## src/rtl/mult_job_sequencer.sv

```systemverilog
// Operand-pair job queue feeding an external multiplier through a start/ready handshake;
// results come back tagged with an 8-bit job sequence number behind a valid/ready output register.
module mult_job_sequencer #(
    parameter int dp_width   = 8,
    parameter int fifo_depth = 4
) (
    input  logic                  clk,
    input  logic                  rst_b,
    input  logic                  in_valid,
    output logic                  in_ready,
    input  logic [dp_width-1:0]   in_a,
    input  logic [dp_width-1:0]   in_b,
    output logic                  mul_start,
    output logic [dp_width-1:0]   mul_multiplicand,
    output logic [dp_width-1:0]   mul_multiplier,
    input  logic                  mul_rdy,
    input  logic [2*dp_width-1:0] mul_product,
    output logic                  out_valid,
    input  logic                  out_ready,
    output logic [2*dp_width-1:0] out_product,
    output logic [7:0]            out_tag,
    output logic                  busy,
    output logic                  proto_err
);

    // state     | meaning
    // S_idle    | waiting for a queued job and an idle multiplier; issues the start pulse
    // S_launch  | start just issued; the multiplier must drop mul_rdy now
    // S_wait    | multiplier working; wait for mul_rdy to return
    // S_capture | product ready; load the output register once it is free
    typedef enum logic [1:0] {S_idle, S_launch, S_wait, S_capture} state_t;

    localparam int ptr_w  = $clog2(fifo_depth);
    localparam int word_w = 8 + 2 * dp_width;

    state_t                r_state;
    state_t                w_state_nxt;
    logic [word_w-1:0]     r_mem [fifo_depth];
    logic [ptr_w:0]        r_wr_ptr;
    logic [ptr_w:0]        r_rd_ptr;
    logic [7:0]            r_tag_cnt;
    logic [7:0]            r_job_tag;
    logic [dp_width-1:0]   r_last_a;
    logic [dp_width-1:0]   r_last_b;
    logic                  r_out_valid;
    logic [2*dp_width-1:0] r_out_product;
    logic [7:0]            r_out_tag;
    logic                  r_proto_err;

    logic                  w_empty;
    logic                  w_full;
    logic                  w_push;
    logic                  w_issue;
    logic                  w_capture;
    logic                  w_proto;
    logic [word_w-1:0]     w_head;
    logic [7:0]            w_head_tag;
    logic [dp_width-1:0]   w_head_a;
    logic [dp_width-1:0]   w_head_b;

    assign w_empty    = (r_wr_ptr == r_rd_ptr);
    assign w_full     = (r_wr_ptr[ptr_w] != r_rd_ptr[ptr_w]) &&
                        (r_wr_ptr[ptr_w-1:0] == r_rd_ptr[ptr_w-1:0]);
    assign w_push     = in_valid && !w_full;
    assign w_head     = r_mem[r_rd_ptr[ptr_w-1:0]];
    assign w_head_tag = w_head[word_w-1 -: 8];
    assign w_head_a   = w_head[2*dp_width-1 -: dp_width];
    assign w_head_b   = w_head[dp_width-1:0];

    always_comb begin
        w_state_nxt = r_state;
        w_issue     = 1'b0;
        w_capture   = 1'b0;
        w_proto     = 1'b0;
        case (r_state)
            S_idle: begin
                if (!w_empty && mul_rdy) begin
                    w_issue     = 1'b1;
                    w_state_nxt = S_launch;
                end
            end
            S_launch: begin
                if (mul_rdy) begin
                    w_proto     = 1'b1;
                    w_state_nxt = S_idle;
                end else begin
                    w_state_nxt = S_wait;
                end
            end
            S_wait: begin
                if (mul_rdy) w_state_nxt = S_capture;
            end
            S_capture: begin
                if (!r_out_valid || out_ready) begin
                    w_capture   = 1'b1;
                    w_state_nxt = S_idle;
                end
            end
            default: w_state_nxt = S_idle;
        endcase
    end

    always_ff @(posedge clk or negedge rst_b) begin
        if (!rst_b) r_state <= S_idle;
        else        r_state <= w_state_nxt;
    end

    // Storage needs no reset: pointers alone define what is valid.
    always_ff @(posedge clk) begin
        if (w_push) r_mem[r_wr_ptr[ptr_w-1:0]] <= {r_tag_cnt, in_a, in_b};
    end

    always_ff @(posedge clk or negedge rst_b) begin
        if (!rst_b) begin
            r_wr_ptr  <= '0;
            r_rd_ptr  <= '0;
            r_tag_cnt <= '0;
        end else begin
            if (w_push) begin
                r_wr_ptr  <= r_wr_ptr + 1'b1;
                r_tag_cnt <= r_tag_cnt + 8'd1;
            end
            if (w_issue) r_rd_ptr <= r_rd_ptr + 1'b1;
        end
    end

    always_ff @(posedge clk or negedge rst_b) begin
        if (!rst_b) begin
            r_job_tag <= '0;
            r_last_a  <= '0;
            r_last_b  <= '0;
        end else if (w_issue) begin
            r_job_tag <= w_head_tag;
            r_last_a  <= w_head_a;
            r_last_b  <= w_head_b;
        end
    end

    always_ff @(posedge clk or negedge rst_b) begin
        if (!rst_b) begin
            r_out_valid   <= 1'b0;
            r_out_product <= '0;
            r_out_tag     <= '0;
            r_proto_err   <= 1'b0;
        end else begin
            if (w_capture) begin
                r_out_valid   <= 1'b1;
                r_out_product <= mul_product;
                r_out_tag     <= r_job_tag;
            end else if (r_out_valid && out_ready) begin
                r_out_valid <= 1'b0;
            end
            if (w_proto) r_proto_err <= 1'b1;
        end
    end

    // Head operands are shown during the start cycle, the last issued pair otherwise.
    assign mul_start        = w_issue;
    assign mul_multiplicand = w_issue ? w_head_a : r_last_a;
    assign mul_multiplier   = w_issue ? w_head_b : r_last_b;
    assign in_ready         = !w_full;
    assign out_valid        = r_out_valid;
    assign out_product      = r_out_product;
    assign out_tag          = r_out_tag;
    assign busy             = !w_empty || (r_state != S_idle);
    assign proto_err        = r_proto_err;

endmodule
```

## config.mk

```make
export PLATFORM = sky130hd
export DESIGN_NAME = mult_job_sequencer
export DESIGN_NICKNAME = d
export VERILOG_FILES = /design/src/rtl/mult_job_sequencer.sv
export SDC_FILE = /design/constraint.sdc
export NUM_CORES = 1
export LEC_CHECK = 0
export CORE_MARGIN = 2
export CORE_UTILIZATION = 54
export CTS_CLUSTER_DIAMETER = 80
export DETAILED_ROUTE_END_ITERATION = 12
export GPL_ROUTABILITY_DRIVEN = 0
export MAX_ROUTING_LAYER = met4
export PLACE_DENSITY_LB_ADDON = 0.15
export SLEW_MARGIN = 20
export SYNTH_ARGS = -nofsm -noshare
export SYNTH_HDL_FRONTEND = slang
export SYNTH_SLANG_ARGS = --single-unit
```

## constraint.sdc

```tcl
create_clock -name clk -period 3 [get_ports clk]
set_clock_uncertainty 0.15 [all_clocks]
set_input_delay 0.3 -clock clk [delete_from_list [all_inputs] [get_ports clk]]
set_output_delay 0.3 -clock clk [all_outputs]
set_load 0.01 [all_outputs]
```

==> summary.txt <==
Outcome: complete, no violations
Worst-path clk slew: 0.06 ns
Global-route wire length before repair: 17,320 microns
Via/cell ratio: 5.451
Worst slew margin: 0.4078
H-tree levels: 4
Initial DRT Pass Iterations: 4
Largest net degree at the start of global routing: 67
Seq pwr share: 0.404
CP cell instances: xnor2_2 -> a311oi_4 -> buf_6 -> mux2_2 -> clkdlybuf4s50_1
Top-count cell post-synth: edfxtp_1
Avg WL per Cell: 19.05 microns
MaxCap Viol Count: 0
Arr. time, crit path: 2.45 ns
Crit path kind: flop to primary output
Filler cells: 686
CP max-delay cell: clkdlybuf4s50_1
Yosys warning count: 0
Maximum VDD drop: 614.1 uV
Leakage: 0.003033 uW
Final setup vio count: 0
Net Sw Frac: 0.2791
Routed Antenna Nets: 0
Min-Delay Path Class: flop to flop
Synthesized cell area: 6142 sq um
Fin cells: 565
Internal power: 6403 uW
Die area: 12,240 sq um
Initial DRC Count: 154
Place WS: 0.2016 ns
Initial antenna violation count: 0
TNS Setup: 0 ns
Vias in the first global route: 3,382
Synthesized area per cell: 20.20 sq um
CTS tree: built
# DRC: 0
CP max stage delay: 0.48 ns
PortBufs: 81
EDFF count, synth: 96
Syn Inst Count: 304
Setup WS post-layout: 0.1026 ns
Primary FF master, synth: edfxtp_1
Tcrit/Tclk final: 0.9658
DIE WIDTH: 110.7 microns
Most frequent cells after synthesis: edfxtp_1, dfrtp_1, mux2_2, mux4_2, xnor2_1
Worst path required time: 2.55 ns
Yosys reg bits: 162
Starting Density: 0.5592
Die H: 110.7 microns
Post-Syn Nets: 347
FMAX: 345.1 MHz
Worst setup EP type: primary output
Layout cells sized above 1: 0.2988
Worst-Skew Late Latency: 0.41 ns
Worst-path fanout max: 9
Ys async rst share: 0.4074
Ports: 82
Crit start category: flop
CTS Root Cell: clkbuf_16
Post-detail-place hpwl: 6436 microns
Final nets: 455
Register area share after synthesis: 0.7382
Cell Count Post-Placement: 525
Yosys top cell area share: 0.4693
ANT cells: 0
Synth area leader: edfxtp_1
Slew Viols, Final: 0
Final Core Density: 0.7227
Hold Vio Cnt, Final: 0
Core area: 10,980 sq um
Total Power: 8881 uW
Netlist cell types: 28
Slew at the pin closest to its max-slew limit: 0.8884 ns
Vias: 3,080
Synth top area cells: edfxtp_1, dfrtp_1, mux4_2
Combinational fraction of design power: 0.337
Rows: 38
RSZ-0062 raised after global routing: no
Pwr dens: 1119 nW/um^2
Post-Route WL: 10,760 microns
Area delta synth->final: 29.23%
NetSw: 2479 uW
CTS max path bufs: 2
Sink Count: 162
Clk pwr share: 0.259
Crit path time final: 2.897 ns
Num CTS Buffers: 17
Overflow after GRT: 0
Gr usage total: 0.1946
==> power groups by stage <==
stage / Combinational, uW / Clock [uW] / Sequential [uW]
2_1_floorplan: 1700 / 0 / 3610
3_3_place_gp: 2940 / 0 / 3580
3_5_place_dp: 3000 / 0 / 3630
4_1_cts: 3030 / 2330 / 3600
5_1_grt: 3200 / 2430 / 3680
6_report: 2990 / 2300 / 3590
==> state kept, by name, indices dropped and copies added, names as in the netlist, named ones only <==
| signal | count |
|---|---|
| r_tag_cnt | 8 |
| r_mem | 96 |
| out_valid | 1 |
| r_state | 1 |
| proto_err | 1 |
| out_product | 16 |
| r_wr_ptr | 3 |
| r_rd_ptr | 3 |
| r_last_a | 8 |
| r_last_b | 8 |
| r_job_tag | 8 |
| out_tag | 8 |
==> per-stage QoR <==
step | cell area (sq um) | hold WS (ns)
global route | 7938 | 0.3356
floorplan | 6142 | -0.1456
global placement | 7204 | 0.3130
CTS | 7859 | 0.3306
finish | 7938 | 0.3406
detailed placement | 7204 | 0.3222
==> worst paths after layout <==
path	endpoint	cells after the start	start	slack, ns
worst max-delay path	mul_multiplicand[4]	5	r_wr_ptr[1]	0.10
worst min-delay path	r_last_b[6]	1	r_last_b[6]	0.34
worst max register to register	r_mem[1][9]	4	r_wr_ptr[0]	0.82
worst min register to register	r_last_b[6]	1	r_last_b[6]	0.34
max in group asynchronous	r_rd_ptr[0]	2	rst_b	1.66
min in group asynchronous	r_last_a[6]	2	rst_b	0.42
==> what timing repair did <==
action	CTS	global route
cloned	0	0
endpoints found under the setup margin	4	15
setup buffers	0	7
hold buffers	1	0
hold endpoints to repair	66	0
pin swaps	1	0
resized for setup	2	11
==> final cells by class <==
type / instances / area, sq um / area share
clock buffer: 18 / 429.2 / 0.05407
clock inverter: 14 / 212.7 / 0.02680
inverter: 5 / 18.77 / 0.002364
multi-input combinational: 125 / 1514 / 0.1907
sequential: 162 / 4537 / 0.5716
tap: 140 / 175.2 / 0.02207
timing repair buffer: 101 / 1051 / 0.1324
==> worst max-delay path: cells and delay by family, from the launching register on <==
kind	cells	cell delay, ns
muxes	1	0.35
buffers and inverters	2	0.68
DFF	1	0.44
AOI/OAI and AO/OA	1	0.38
xor gates and xnor gates	1	0.18
==> logic make-up (layout without fill, tap and decap cells) <==
group,after synthesis,in the layout,synth area share
buffers and inverters,17,138,0.01569
AND/OR/NAND/NOR,24,24,0.02078
flip-flops,162,162,0.7382
AO/OA/AOI/OAI,6,6,0.009575
multiplexers,74,74,0.1797
adder cells (fa/ha/maj),6,6,0.01222
XOR/XNOR,15,15,0.02383
==> layout by cell type, fill, tap and decap left out, types with 6 or more instances in the layout <==
master           synthesis  layout
buf_4                    1      14
clkbuf_16                0      17
clkdlybuf4s50_1          0      69
dfrtp_1                 66      64
dlymetal6s2s_1           0      10
edfxtp_1                96      96
ha_1                     6       6
mux2_2                  47      47
mux4_2                  24      24
nand2_1                  6       6
xnor2_1                  9       9
==> layer usage <==
layer  vias up  share of wire  track usage
met5         -              0            -
met4         0          0.012      0.07000
met3         9          0.030      0.05467
met2        61           0.53       0.3215
met1      1627           0.43       0.2314
li1       1383              -            -
(Power assumes the default switching activity.)
